--- src/rtl/pt_check.sv ---
// Scans a length-prefixed plaintext buffer and reports whether every message byte is printable.
// Latency: 2+2L edges on pass, 2+2k on first bad byte k; en is accepted only while rdy=1.
module pt_check #(
  parameter logic [7:0] LO_CHAR = 8'h20,
  parameter logic [7:0] HI_CHAR = 8'h7E
) (
  input  logic       clk,
  input  logic       rst_n,
  input  logic       en,
  output logic       rdy,
  output logic [7:0] pt_addr,
  input  logic [7:0] pt_rddata,
  output logic       pass,
  output logic [7:0] err_addr
);

  typedef enum logic [2:0] {
    S_IDLE,
    S_ISSUE_LEN,
    S_GET_LEN,
    S_ISSUE,
    S_CHECK
  } state_t;

  state_t     r_state, w_nxt_state;
  logic [7:0] r_addr, w_nxt_addr;
  logic [7:0] r_idx, w_nxt_idx;
  logic [7:0] r_len, w_nxt_len;
  logic [7:0] r_err, w_nxt_err;
  logic       r_pass, w_nxt_pass;
  logic       w_printable;

  assign w_printable = (pt_rddata >= LO_CHAR) && (pt_rddata <= HI_CHAR);

  always_ff @(posedge clk or negedge rst_n) begin
    if (!rst_n) begin
      r_state <= S_IDLE;
      r_addr  <= 8'd0;
      r_idx   <= 8'd0;
      r_len   <= 8'd0;
      r_err   <= 8'd0;
      r_pass  <= 1'b0;
    end else begin
      r_state <= w_nxt_state;
      r_addr  <= w_nxt_addr;
      r_idx   <= w_nxt_idx;
      r_len   <= w_nxt_len;
      r_err   <= w_nxt_err;
      r_pass  <= w_nxt_pass;
    end
  end

  // pt_addr is registered one state early so the memory sees it during ISSUE/ISSUE_LEN.
  always_comb begin
    w_nxt_state = r_state;
    w_nxt_addr  = r_addr;
    w_nxt_idx   = r_idx;
    w_nxt_len   = r_len;
    w_nxt_err   = r_err;
    w_nxt_pass  = r_pass;
    case (r_state)
      S_IDLE: begin
        if (en) begin
          w_nxt_state = S_ISSUE_LEN;
          w_nxt_addr  = 8'd0;
          w_nxt_pass  = 1'b0;
          w_nxt_err   = 8'd0;
        end
      end
      S_ISSUE_LEN: w_nxt_state = S_GET_LEN;
      S_GET_LEN: begin
        w_nxt_len = pt_rddata;
        if (pt_rddata == 8'd0) begin
          w_nxt_state = S_IDLE;
          w_nxt_pass  = 1'b1;
        end else begin
          w_nxt_idx   = 8'd1;
          w_nxt_addr  = 8'd1;
          w_nxt_state = S_ISSUE;
        end
      end
      S_ISSUE: w_nxt_state = S_CHECK;
      S_CHECK: begin
        if (!w_printable) begin
          w_nxt_state = S_IDLE;
          w_nxt_pass  = 1'b0;
          w_nxt_err   = r_idx;
        end else if (r_idx == r_len) begin
          // Terminating on equality keeps index 255 from ever wrapping.
          w_nxt_state = S_IDLE;
          w_nxt_pass  = 1'b1;
          w_nxt_err   = 8'd0;
        end else begin
          w_nxt_idx   = r_idx + 8'd1;
          w_nxt_addr  = r_idx + 8'd1;
          w_nxt_state = S_ISSUE;
        end
      end
      default: w_nxt_state = S_IDLE;
    endcase
  end

  assign rdy      = (r_state == S_IDLE);
  assign pt_addr  = r_addr;
  assign pass     = r_pass;
  assign err_addr = r_err;

endmodule

--- config.mk ---
export PLATFORM = sky130hd
export DESIGN_NAME = pt_check
export DESIGN_NICKNAME = d
export VERILOG_FILES = /design/src/rtl/pt_check.sv
export SDC_FILE = /design/constraint.sdc
export NUM_CORES = 1
export LEC_CHECK = 0
export BUFFER_PORTS_ARGS = -buffer_cell sky130_fd_sc_hd__buf_2
export CORE_MARGIN = 10
export CORE_UTILIZATION = 40
export CTS_CLUSTER_SIZE = 25
export DETAILED_ROUTE_END_ITERATION = 12
export PLACE_DENSITY = 0.68
export SYNTH_ARGS = -nofsm -noshare
export SYNTH_HDL_FRONTEND = slang
export SYNTH_SLANG_ARGS = --single-unit
--- constraint.sdc ---
create_clock -name clk -period 1.63 [get_ports clk]
set_input_delay 0.326 -clock clk [delete_from_list [all_inputs] [get_ports clk]]
set_output_delay 0.326 -clock clk [all_outputs]
set_load 0.05 [all_outputs]
# Yosys cells after proc, flatten, opt, wreduce, memory -nomap -nowiden
# Cells that the tools add are included.
[op_classes] n_addsub=1 multipliers=0 div_mod_pow=0 order_cmp=2 n_eq_ne=11 n_shift=0 n_mux=19 bitwise=0 reduce_logical=10
[op_table] op="$mux 8" n=6
[op_table] op="$pmux 8 s2" n=2
[op_table] op="$pmux 8 s3" n=1
[op_table] op="$pmux 3 s5" n=1
[op_table] op="$ne 2x2->1 const B" n=5
[op_table] op="$add 8x1->8 const B" n=1
[op_table] op="$eq 8x8->1" n=1
[op_table] op="$ge 8x6->1 const B" n=1
[op_table] op="$le 8x7->1 const B" n=1
[op_table] op="$logic_not 8->1" n=1
[op_table] op="$reduce_and 4->1" n=2
[op_table] op="$eq 3x2->1 const B" n=2
[op_table] op="$mux 2" n=3
[op_table] op="$reduce_and 5->1" n=1
[op_table] op="$mux 1" n=4
[op_table] op="$reduce_bool 2->1" n=2
[op_table] op="$eq 3x1->1 const B" n=1
[op_table] op="$eq 3x3->1 const B" n=1
[op_table] op="$logic_not 3->1" n=1
[op_table] op="$mux 3" n=1
[op_table] op="$ne 3x3->1 const B" n=1
[op_table] op="$pmux 1 s3" n=1
[op_table] op="$reduce_and 3->1" n=1
[op_table] op="$reduce_bool 3->1" n=1
[op_table] op="$logic_and 1x1->1" n=1
[totals] register_bits=36 latch_bits=0 ram_bits=0 mem_bits_ro=0 in_bits=11 out_inout_bits=18 memories=0

# Longest topological paths before layout
[logic_depth] depth_word=4 ltp_mapped=8 mapped_depth_nobuf=6

# Worst setup path before layout
# No wires, ideal clock.
[synth_timing] path_type="flip-flop to flip-flop" start="reg r_state[2]" end="reg r_err[0], in the netlist err_addr[0]" setup_ns=0.121 arrival_ns=2.166 setup_slack_ns=-0.658 stages_incl_launch_ff=5 path_buffers=1 path_cell_list="dfrtp_1 -> buf_6 -> nor3_1 -> a211oi_4 -> a22o_1"
[synth_between] elab_chain_len=3
[synth_rtl] item="from (decl)" line_no="25" text="state_t r_state, w_nxt_state;"
[synth_rtl] item="from (signal assigned)" line_no="44" text="r_state <= w_nxt_state;"
[synth_rtl] item="$logic_not 3->1 (*)"
[synth_rtl] item="via rdy" line_no="10" text="output logic rdy,"
[synth_rtl] item="$ne 2x2->1 (no line) or $reduce_bool 2->1 (tied branches)"
[synth_rtl] item="$reduce_and 3->1 (no line)"
[synth_rtl] item="to (signal assigned)" line_no="48" text="r_err <= w_nxt_err;"
[synth_rtl] item="to (decl)" line_no="29" text="logic [7:0] r_err, w_nxt_err;"
# Mark *: on every way through the listed nets, which the timed path passes. The rest lies on a longest branch.
# A chain may end at the register's enable or synchronous reset.

# Worst setup path in the final report
[layout_timing] start="reg r_idx[2]" end="reg r_idx[7]"
[layout_between] elab_chain_len=4
[layout_rtl] item="from (decl)" line_no="27" text="logic [7:0] r_idx, w_nxt_idx;"
[layout_rtl] item="from (signal assigned)" line_no="46" text="r_idx <= w_nxt_idx;"
[layout_rtl] item="$add 8x1->8" line_no="94" text="w_nxt_idx = r_idx + 8'd1;"
[layout_rtl] item="$mux 8" line_no="88" text="end else if (r_idx == r_len) begin"
[layout_rtl] item="$mux 8" line_no="84" text="if (!w_printable) begin"
[layout_rtl] item="$pmux 8 s2" line_no="61" text="case (r_state)"
# Parallel ways exist; a longest one is shown, timed or not. The select of a mux whose other input is x is not followed.

==> impl_metrics.tcl <==
set metrics [dict create \
    die_area_um2 7828 \
    violations "setup timing" \
    initial_utilization_pct 42.20 \
    place_inst 262 \
    cts_tree "built" \
    grt_pass1_vias 1592 \
    wirelength_um 4785 \
    wire_per_inst_um 16.97 \
    rrSetupSlack_ps -80 \
    gp_congestion 0.9222 \
    ioPinCount 29 \
    clk_latency_ps 290 \
    p_int_mw 2.570 \
    synthCells 154 \
    core.rowCount 24 \
    finalWorstSetupSlack_ps -80.74 \
    min_path_cells 2 \
    coreArea_um2 4444 \
    leakagePower_nw 1.213 \
    stdcell_count 282 \
    first_pass_iters 4 \
    dpl_cell_area_um2 2298 \
    r2r-start "r_idx[2]$_DFFE_PN0P_" \
    ys_seq_elements 36 \
    synth-edff-count 0 \
    clkPwrFrac_pct 15.6 \
    critPathArrivalTime_ps 1940 \
    powerDensity_nw_per_um2 1584 \
    synth_ff_type "dfrtp_1" \
    grt_pass1_wl_um 7866 \
    finClkSkew_ps 5.039 \
    final-setup-viol-count 13 \
    crit_path_start_kind "register" \
    slew-limit-headroom_pct 67.50 \
    irDropWorstVdd_v 0.001003 \
    crit_chain "xnor2_2, nand4_1, buf_4, o21ba_4, o21ai_4, a22o_1" \
    root_buffer "clkbuf_8" \
    switching_share_pct 38.83 \
    cp_slowest_cell "dfrtp_1" \
    switching_power_mw 1.631 \
    cp.required_ps 1860 \
    async_reset_ff_share_pct 100.0 \
    cp_max_fo 7 \
    tightest_slew_ps 487.5 \
    hold_end "r_len[7]$_DFFE_PN0P_" \
    drv_slew 0 \
    drv_cap 0 \
    clk_path_buf_depth 2 \
    fin_hold_ws_ps 320.6 \
    numPortBuffers 28 \
    avgSynthCellArea_um2 12.18 \
    drtIter0Drc 77 \
    p_comb_share_pct 53.4 \
    max_stage_delay_ps 410 \
    drcViolationCount 0 \
    drive_gt1_share_pct 56.52 \
    final_area_um2 2651 \
    diodes 0 \
    rr_worst_depth 6 \
    endpoint_kind "register" \
    gr-usage-all-layers_pct 13.24 \
    min_path_type "input port to register" \
    htree_num_levels 2 \
    syn_area_um2 1876 \
    p_total_mw 4.201 \
    hpwl_um 3635 \
    finalHoldViolations 0 \
    cts_buffers 5 \
    antenna_found_initial 0 \
    worst-path-buf-inv 1 \
    grt_max_degree 20 \
    overflow 0 \
    synthToLayoutAreaGrowth_pct 41.36 \
    power_frac_seq_pct 31.0 \
    layout_worst_path_cycle_share_pct 105.0 \
    vias_per_cell 5.216 \
    min-delay-start "pt_rddata[7]" \
    max_freq_mhz 584.5 \
    die_h_um 88.48 \
    synth_warnings 0 \
    finalNetCount 241 \
    synth_cell_types 45 \
    r2r_end "r_idx[7]$_DFFE_PN0P_" \
    cts_sinks 36 \
    yosysSeqAreaShare_pct 48.03 \
    postRouteAntennaNets 0 \
    via_count 1471 \
    syn-num-nets 166 \
    rsz0062_at_grt "true" \
    fp.dieW_um 88.48 \
    critPathKind "register to register" \
    finalCriticalPeriod_ps 1711 \
    status "finished, violations left" \
    cpLargestDelayFamily "compound AO/OA/AOI/OAI gates" \
    cts.clk_slew.worst_paths_ps 70 \
]
==> how the worst max path moves through the flow <==
| stage | from | to | slack, ps | depth (start not counted) |
|---|---|---|---|---|
| after floorplan | r_state[2]$_DFFE_PN0P_ | pt_addr[0]$_DFFE_PN0P_ | -150 | 8 |
| after detailed placement | r_len[2]$_DFFE_PN0P_ | r_state[1]$_DFFE_PN0P_ | -220 | 6 |
| after CTS | r_idx[2]$_DFFE_PN0P_ | r_idx[7]$_DFFE_PN0P_ | -100 | 6 |
| final | r_idx[2]$_DFFE_PN0P_ | r_idx[7]$_DFFE_PN0P_ | -80 | 6 |
| after global routing | r_state[2]$_DFFE_PN0P_ | r_idx[2]$_DFFE_PN0P_ | -150 | 7 |
| after global placement | r_len[2]$_DFFE_PN0P_ | pt_addr[1]$_DFFE_PN0P_ | -140 | 6 |
==> logic make-up (layout without fill, tap and decap cells) <==
logic type | after synthesis | in the layout | synth area share (%)
compound gates | 39 | 39 | 16.61
simple gates | 38 | 38 | 13.28
flops | 36 | 36 | 48.03
xor+xnor | 14 | 14 | 8.339
buf+inv | 14 | 90 | 5.537
mux | 12 | 12 | 7.539
fa+ha+maj | 1 | 1 | 0.6670
==> cell usage after synthesis, drive strengths merged, types with 2 or more instances <==
cell type | instances | area share (%)
o21ai | 10 | 2.9
and3 | 2 | 0.73
o21bai | 2 | 0.80
buf | 9 | 4.5
nand2 | 5 | 1.1
o22ai | 5 | 1.7
a22o | 10 | 4.7
inv | 5 | 1.0
dfrtp | 36 | 48
nor3 | 5 | 2.5
nor2b | 3 | 1.1
nand2b | 2 | 0.67
o31ai | 6 | 2.4
nor2 | 8 | 1.6
mux2 | 11 | 7.0
xor2 | 2 | 0.93
nand4 | 2 | 1.0
nand3 | 5 | 1.3
xnor2 | 12 | 7.4
nor4 | 2 | 1.3
==> through the flow <==
stage | utilization, % | TNS (ps) | worst slack (ps)
after global routing | 59.66 | -2183 | -148.8
after detailed placement | 51.72 | -3587 | -218.2
after global placement | 51.72 | -2478 | -139.7
final | 59.66 | -564.6 | -80.74
after floorplan | - | -1135 | -146.3
after CTS | 57.91 | -939.4 | -103.4
==> power by group through the flow <==
| stage | logic (mW) | clock network (mW) | registers [mW] |
|---|---|---|---|
| 6_report | 2.24 | 0.655 | 1.30 |
| 5_1_grt | 2.42 | 0.725 | 1.33 |
| 4_1_cts | 2.13 | 0.680 | 1.30 |
| 3_5_place_dp | 1.83 | 0 | 1.30 |
| 3_3_place_gp | 1.77 | 0 | 1.29 |
| 2_1_floorplan | 1.10 | 0 | 1.43 |
==> registers in the layout (all words and copies together), names as in the netlist <==
register	cells
r_state	3
pt_addr	8
pass	1
r_idx	8
r_len	8
err_addr	8
==> layer usage <==
metal / global-route usage [%] / routed length (um) / vias up
met2: 22.51 / 2487 / 28
li1: - / - / 709
met4: 4.258 / 29 / 0
met5: 0 / 0 / -
met1: 15.22 / 2045 / 732
met3: 4.688 / 223 / 2
==> cell type report <==
cell class / count / area, um2
inverter: 5 / 18.77
clock buffer: 7 / 86.33
timing repair buffer: 77 / 551.8
clock inverter: 1 / 7.507
fill: 358 / 1793
sequential: 36 / 902.1
tap: 52 / 65.06
multi-input combinational: 104 / 1020
==> what timing repair did <==
item,4_1_cts,5_1_grt
resized for setup,25,11
hold buffers,1,0
endpoints found under the setup margin,27,27
hold endpoints to repair,11,0
setup buffers,8,4
pin swaps,17,5
==> layout by cell type (no fill, tap or decap), types with 3 or more instances in the layout <==
| master | synthesis | layout |
|---|---|---|
| buf_4 | 1 | 41 |
| dfrtp_1 | 36 | 35 |
| buf_2 | 2 | 27 |
| a22o_1 | 9 | 9 |
| mux2_2 | 9 | 8 |
| o21ai_1 | 4 | 7 |
| buf_6 | 6 | 7 |
| xnor2_1 | 9 | 6 |
| nor2_1 | 8 | 6 |
| clkbuf_8 | 0 | 6 |
| xnor2_2 | 2 | 5 |
| inv_1 | 5 | 5 |
| nand3_1 | 5 | 4 |
| nor3_4 | 2 | 3 |
| mux2_4 | 2 | 3 |
| nand2_1 | 4 | 3 |
| o31ai_4 | 0 | 3 |
| o22ai_2 | 0 | 3 |
Power figures use the tool's default switching activity.
